--- config.mk ---
export PLATFORM = sky130hd
export DESIGN_NAME = testbasic7_feeder_flat
export DESIGN_NICKNAME = d
export VERILOG_FILES = /design/src/rtl/testbasic7_feeder_if.sv /design/src/rtl/testbasic7_feeder.sv /design/src/flat_wrapper.sv
export SDC_FILE = /design/constraint.sdc
export NUM_CORES = 1
export LEC_CHECK = 0
export BUFFER_PORTS_ARGS = -buffer_cell sky130_fd_sc_hd__buf_2
export CORE_UTILIZATION = 57
export CTS_CLUSTER_DIAMETER = 200
export CTS_CLUSTER_SIZE = 30
export DETAILED_ROUTE_END_ITERATION = 10
export PLACE_DENSITY_LB_ADDON = 0.12
export SYNTH_ARGS = -nofsm -noshare
export SYNTH_HDL_FRONTEND = slang
export SYNTH_SLANG_ARGS = --single-unit
--- constraint.sdc ---
create_clock -name clk -period 5.25 [get_ports clk]
set_input_delay 1.05 -clock clk [delete_from_list [all_inputs] [get_ports clk]]
set_output_delay 1.05 -clock clk [all_outputs]
set_load 0.02 [all_outputs]
--- src/rtl/testbasic7_feeder_if.sv ---
// Handshake bundle between the feeder, its command source
// and the TestBasic7 consumer.
interface testbasic7_feeder_if;
    logic [31:0] cmd_in;
    logic        cmd_in_sync;
    logic        cmd_in_notify;
    logic [31:0] b_out;
    logic        b_out_sync;
    logic        b_out_notify;
    logic [31:0] m_sent;
    logic        m_sent_notify;

    modport master (
        output cmd_in,
        output cmd_in_sync,
        input  cmd_in_notify,
        input  b_out,
        output b_out_sync,
        input  b_out_notify,
        input  m_sent,
        input  m_sent_notify
    );

    modport slave (
        input  cmd_in,
        input  cmd_in_sync,
        output cmd_in_notify,
        output b_out,
        input  b_out_sync,
        output b_out_notify,
        output m_sent,
        output m_sent_notify
    );
endinterface

--- src/rtl/testbasic7_feeder.sv ---
// Burst producer: takes a start value, emits BURST_LEN
// arithmetic-sequence words, then publishes the burst count.
module testbasic7_feeder #(
    parameter int unsigned        BURST_LEN = 4,
    parameter logic signed [31:0] STEP      = 32'sd1
) (
    input logic                 clk,
    input logic                 rst,
    testbasic7_feeder_if.slave  bus
);

    if (BURST_LEN < 1 || BURST_LEN > 65535) begin : g_bad_len
        $error("BURST_LEN must be in 1..65535");
    end

    localparam logic [15:0] LEN = 16'(BURST_LEN);

    typedef enum logic {
        IDLE,
        EMIT
    } state_t;

    state_t      state;
    logic [31:0] cur;
    logic [15:0] remaining;
    logic [31:0] bursts;
    logic        cmd_rdy;
    logic        out_vld;
    logic        sent_pls;

    // cur and bursts are registers, so these outputs stay registered
    assign bus.b_out         = cur;
    assign bus.m_sent        = bursts;
    assign bus.cmd_in_notify = cmd_rdy;
    assign bus.b_out_notify  = out_vld;
    assign bus.m_sent_notify = sent_pls;

    always_ff @(posedge clk) begin
        if (rst) begin
            state     <= IDLE;
            cur       <= '0;
            remaining <= '0;
            bursts    <= '0;
            cmd_rdy   <= 1'b1;
            out_vld   <= 1'b0;
            sent_pls  <= 1'b0;
        end else begin
            sent_pls <= 1'b0;
            case (state)
                IDLE: begin
                    if (cmd_rdy && bus.cmd_in_sync) begin
                        cur       <= bus.cmd_in;
                        remaining <= LEN;
                        cmd_rdy   <= 1'b0;
                        out_vld   <= 1'b1;
                        state     <= EMIT;
                    end
                end
                EMIT: begin
                    if (out_vld && bus.b_out_sync) begin
                        if (remaining > 16'd1) begin
                            cur       <= cur + STEP;
                            remaining <= remaining - 16'd1;
                        end else begin
                            bursts    <= bursts + 32'd1;
                            remaining <= '0;
                            sent_pls  <= 1'b1;
                            out_vld   <= 1'b0;
                            cmd_rdy   <= 1'b1;
                            state     <= IDLE;
                        end
                    end
                end
                default: begin
                    state   <= IDLE;
                    cmd_rdy <= 1'b1;
                    out_vld <= 1'b0;
                end
            endcase
        end
    end

endmodule

--- src/flat_wrapper.sv ---
// flat-port wrapper written by rule: the top's interface ports become plain ports
module testbasic7_feeder_flat 
#(
    parameter int unsigned        BURST_LEN = 4,
    parameter logic signed [31:0] STEP      = 32'sd1
)
  (clk, rst, bus_cmd_in, bus_cmd_in_sync, bus_cmd_in_notify, bus_b_out, bus_b_out_sync, bus_b_out_notify, bus_m_sent, bus_m_sent_notify);
  testbasic7_feeder_if bus_i ();
  input logic clk;
  input logic rst;
  input wire logic [$bits(bus_i.cmd_in)-1:0] bus_cmd_in;
  input wire logic [$bits(bus_i.cmd_in_sync)-1:0] bus_cmd_in_sync;
  output wire logic [$bits(bus_i.cmd_in_notify)-1:0] bus_cmd_in_notify;
  output wire logic [$bits(bus_i.b_out)-1:0] bus_b_out;
  input wire logic [$bits(bus_i.b_out_sync)-1:0] bus_b_out_sync;
  output wire logic [$bits(bus_i.b_out_notify)-1:0] bus_b_out_notify;
  output wire logic [$bits(bus_i.m_sent)-1:0] bus_m_sent;
  output wire logic [$bits(bus_i.m_sent_notify)-1:0] bus_m_sent_notify;
  assign bus_i.cmd_in = bus_cmd_in;
  assign bus_i.cmd_in_sync = bus_cmd_in_sync;
  assign bus_cmd_in_notify = bus_i.cmd_in_notify;
  assign bus_b_out = bus_i.b_out;
  assign bus_i.b_out_sync = bus_b_out_sync;
  assign bus_b_out_notify = bus_i.b_out_notify;
  assign bus_m_sent = bus_i.m_sent;
  assign bus_m_sent_notify = bus_i.m_sent_notify;
  testbasic7_feeder #(.BURST_LEN(BURST_LEN), .STEP(STEP)) u_core (.clk(clk), .rst(rst), .bus(bus_i));
endmodule
==> qor.json <==
{
  "grt_start_max_net_pins": {"value": 42},
  "report.final.hold_viol_count": {"value": 0},
  "slew_headroom": {"value": 0.168},
  "floorplan.initialDensity": {"value": 0.596},
  "required": {"value": 5.56, "unit": "ns"},
  "htreeDepth": {"value": 3},
  "design.core.area": {"value": 7850, "unit": "um2"},
  "postSynth.topFlopCell": {"value": "sky130_fd_sc_hd__dfxtp_1"},
  "irDropWorstVdd": {"value": 152, "unit": "uV"},
  "finalHoldWorstSlack": {"value": 0.466, "unit": "ns"},
  "grt_pass1_vias": {"value": 4254},
  "synth_top_family_by_area": {"value": "simple AND/OR/NAND/NOR gates"},
  "fin_worst_skew": {"value": 0.0135, "unit": "ns"},
  "synth.avg_cell_area": {"value": 7.96, "unit": "um2"},
  "cts_inserted_buffers": {"value": 9},
  "most_repeated_cell_in_the_gate_level_netlist_after_synthesis": {"value": "sky130_fd_sc_hd__dfxtp_1"},
  "drive_gt1_frac": {"value": 0.205},
  "port_buffers": {"value": 102},
  "timing.final.crit_period": {"value": 3.15, "unit": "ns"},
  "setup_viol": {"value": 0},
  "timing.reg2reg.worst_path_depth": {"value": 7},
  "top_area_cell_type_share_of_the_netlist_area": {"value": 0.360},
  "critPathArrivalTime": {"value": 3.46, "unit": "ns"},
  "dr_total_vias": {"value": 4993},
  "cts.repair.resized": {"value": 0},
  "startpoint_type": {"value": "register"},
  "min_period_over_period": {"value": 0.600},
  "synth_edf_count": {"value": 0},
  "post_synth_fa_ha_maj_area_fraction": {"value": 0.0107},
  "netlist-cell-type-count": {"value": 61},
  "worstReg2RegEnd": {"value": "u_core.bus.b_out[31]"},
  "dp.final_hpwl": {"value": 8.82, "unit": "mm"},
  "fmax": {"value": 0.317, "unit": "GHz"},
  "overflow": {"value": 0},
  "synthesis.instances": {"value": 587},
  "timing_max_transition_violations_final": {"value": 0},
  "synth_area_leaders": {"value": "sky130_fd_sc_hd__dfxtp_1 36%, sky130_fd_sc_hd__a21oi_1 5.1%, sky130_fd_sc_hd__nand2_1 3.9%"},
  "ctsHoldBuffers": {"value": 0},
  "synth_async_sr_flop_share": {"value": 0},
  "setup.worst_path.end_class": {"value": "register"},
  "synth_seq_cells": {"value": 84},
  "fillCellCount": {"value": 692},
  "syn_nets": {"value": 627},
  "grt_setup_unrepaired": {"value": "false"},
  "reg2reg_from": {"value": "u_core.remaining[6]"},
  "gpl.final_weighted_congestion": {"value": 0.921},
  "row_count": {"value": 32},
  "tritoncts": {"value": "built"},
  "first_pass_iters": {"value": 5},
  "cap_violations": {"value": 0},
  "timing.hold.worst.class": {"value": "register to register"},
  "setup_tns": {"value": 0, "unit": "ns"},
  "compound_gate_portion_of_the_synthesized_area": {"value": 0.238},
  "post_synth_and_or_nand_nor_area_fraction": {"value": 0.289},
  "detail_route.drc_violations": {"value": 0},
  "tightest_slew": {"value": 1.25, "unit": "ns"},
  "cp-startpoint": {"value": "u_core.remaining[6]"},
  "syn_to_final_growth": {"value": 15.0, "unit": "%"},
  "yosysSeqAreaShare": {"value": 0.360},
  "worst_setup_path_category": {"value": "register to register"},
  "cellLeakagePower": {"value": 2.06, "unit": "nW"},
  "wl_per_cell": {"value": 16.9, "unit": "um"},
  "pwr_density_cell": {"value": 323, "unit": "nW/um2"},
  "clockBufferDepth": {"value": 2},
  "yosys_warnings": {"value": 0},
  "ioPinCount": {"value": 103},
  "number_of_violations_reported_at_the_end_of_detailed_routing_iteration_0": {"value": 433},
  "clock_sinks": {"value": 84},
  "ys_top_cells_by_count": {"value": "84 x sky130_fd_sc_hd__dfxtp_1, 49 x sky130_fd_sc_hd__nand2_1, 48 x sky130_fd_sc_hd__a21oi_1"},
  "regToRegSetupSlack": {"value": 2.10, "unit": "ns"},
  "die_y": {"value": 92.6, "unit": "um"},
  "total_routing_usage_gr": {"value": 0.304},
  "synth.cell_area": {"value": 4670, "unit": "um2"},
  "clk-insertion-delay-late": {"value": 0.37, "unit": "ns"},
  "routed_wl": {"value": 13.0, "unit": "mm"},
  "design.die.area": {"value": 8570, "unit": "um2"},
  "muxShareOfSynthArea": {"value": 0.0236},
  "vias_per_cell": {"value": 6.48},
  "outcome": {"value": "finished, final reports clean"},
  "die-width": {"value": 92.6, "unit": "um"},
  "number_of_antenna_violations_at_the_first_check_in_global_routing": {"value": 0},
  "cp_max_fo": {"value": 19},
  "clock_pin_transition_on_the_worst_setup_and_hold_timing_paths": {"value": 0.09, "unit": "ns"},
  "cts_root_buffer_type": {"value": "sky130_fd_sc_hd__clkbuf_8"},
  "antenna-diode-count": {"value": 0},
  "critical_path.endpoint": {"value": "u_core.bus.b_out[31]"},
  "post-cts-setup-buffers": {"value": 0},
  "fin_nets": {"value": 704},
  "yosys.area_share.xor_xnor": {"value": 0.0300},
  "yosys.area.top_type": {"value": "sky130_fd_sc_hd__dfxtp_1"},
  "ant_nets": {"value": 0},
  "grt_pass1_wl": {"value": 20.7, "unit": "mm"}
}
## stage by stage
stage          instances   util  worst slack, ns  total power, W  instance area (um2)
6_report             771  0.685             2.10         0.00174                 5370
3_3_place_gp         755  0.662             1.88         0.00128                 5200
5_1_grt              771  0.685             1.85         0.00182                 5370
2_1_floorplan        587      -             2.49         0.00116                 4670
4_1_cts              771  0.685             2.12         0.00172                 5370
3_5_place_dp         755  0.662             1.87         0.00130                 5200
## area by class of cell
type | count | area [um2] | share of cell area
sequential | 84 | 1680 | 0.313
tap | 102 | 128 | 0.0237
clock buffer | 11 | 141 | 0.0263
timing repair buffer | 110 | 571 | 0.106
multi-input combinational | 446 | 2770 | 0.515
inverter | 13 | 48.8 | 0.00908
clock inverter | 5 | 35.0 | 0.00652
## worst min path at each step
stage                        start             endpoint  slack, ns  cells after the start
2_1_floorplan  u_core.remaining[9]  u_core.remaining[9]       0.43                      2
3_5_place_dp   u_core.remaining[9]  u_core.remaining[9]       0.45                      2
3_3_place_gp   u_core.remaining[9]  u_core.remaining[9]       0.45                      2
4_1_cts        u_core.remaining[9]  u_core.remaining[9]       0.46                      2
6_report       u_core.remaining[9]  u_core.remaining[9]       0.47                      2
5_1_grt        u_core.remaining[9]  u_core.remaining[9]       0.49                      2
## worst max-delay path, cell delays in order (launching register included)
cell	delay, ns
sky130_fd_sc_hd__dfxtp_1	0.37
sky130_fd_sc_hd__or4_4	0.60
sky130_fd_sc_hd__nor4_4	0.82
sky130_fd_sc_hd__buf_4	0.38
sky130_fd_sc_hd__a31oi_1	0.29
sky130_fd_sc_hd__buf_4	0.29
sky130_fd_sc_hd__o22ai_1	0.16
sky130_fd_sc_hd__o311a_1	0.18
## per-layer routing
metal / routed length [um] / vias up / GRT usage
met3: 1030 / 21 / 0.0509
li1: - / 2392 / -
met5: 0 / - / 0
met1: 5820 / 2353 / 0.424
met4: 248 / 0 / 0.118
met2: 5940 / 227 / 0.465
## placed cells by master (no fill, tap or decap), drive strengths merged, types with 11 or more instances in the layout
cell type / Yosys / layout
a211oi: 11 / 11
a21oi: 48 / 48
a22oi: 15 / 15
a31oi: 15 / 15
and3: 14 / 14
buf: 8 / 110
clkbuf: 36 / 11
dfxtp: 84 / 84
inv: 13 / 14
mux2i: 11 / 11
nand2: 49 / 49
nand3: 29 / 29
nand4: 30 / 30
nor2: 45 / 45
o21ai: 30 / 30
or3: 17 / 17
or4: 15 / 15
xor2: 13 / 13
## power breakdown
part / internal (W) / leakage (nW) / switching (W)
clock network: 0.000186 / 0.0897 / 0.000245
logic: 0.000181 / 1.29 / 0.000387
registers: 0.000679 / 0.683 / 0.0000584
## logic make-up (layout without fill, tap and decap cells)
kind of cell    count (synthesis)  after routing
simple gates                  243            243
fa+ha+maj                       4              4
compound gates                172            172
xor+xnor                       16             16
mux                            11             11
buf+inv                        57            139
flops                          84             84
## flip-flops by register name, summed over array words and instances (netlist names)
register	flops
u_core.bus.m_sent	32
u_core.bus.b_out_notify	1
u_core.bus.b_out	32
u_core.state	1
u_core.bus.m_sent_notify	1
u_core.bus.cmd_in_notify	1
u_core.remaining	16
(Power assumes the default switching activity.)
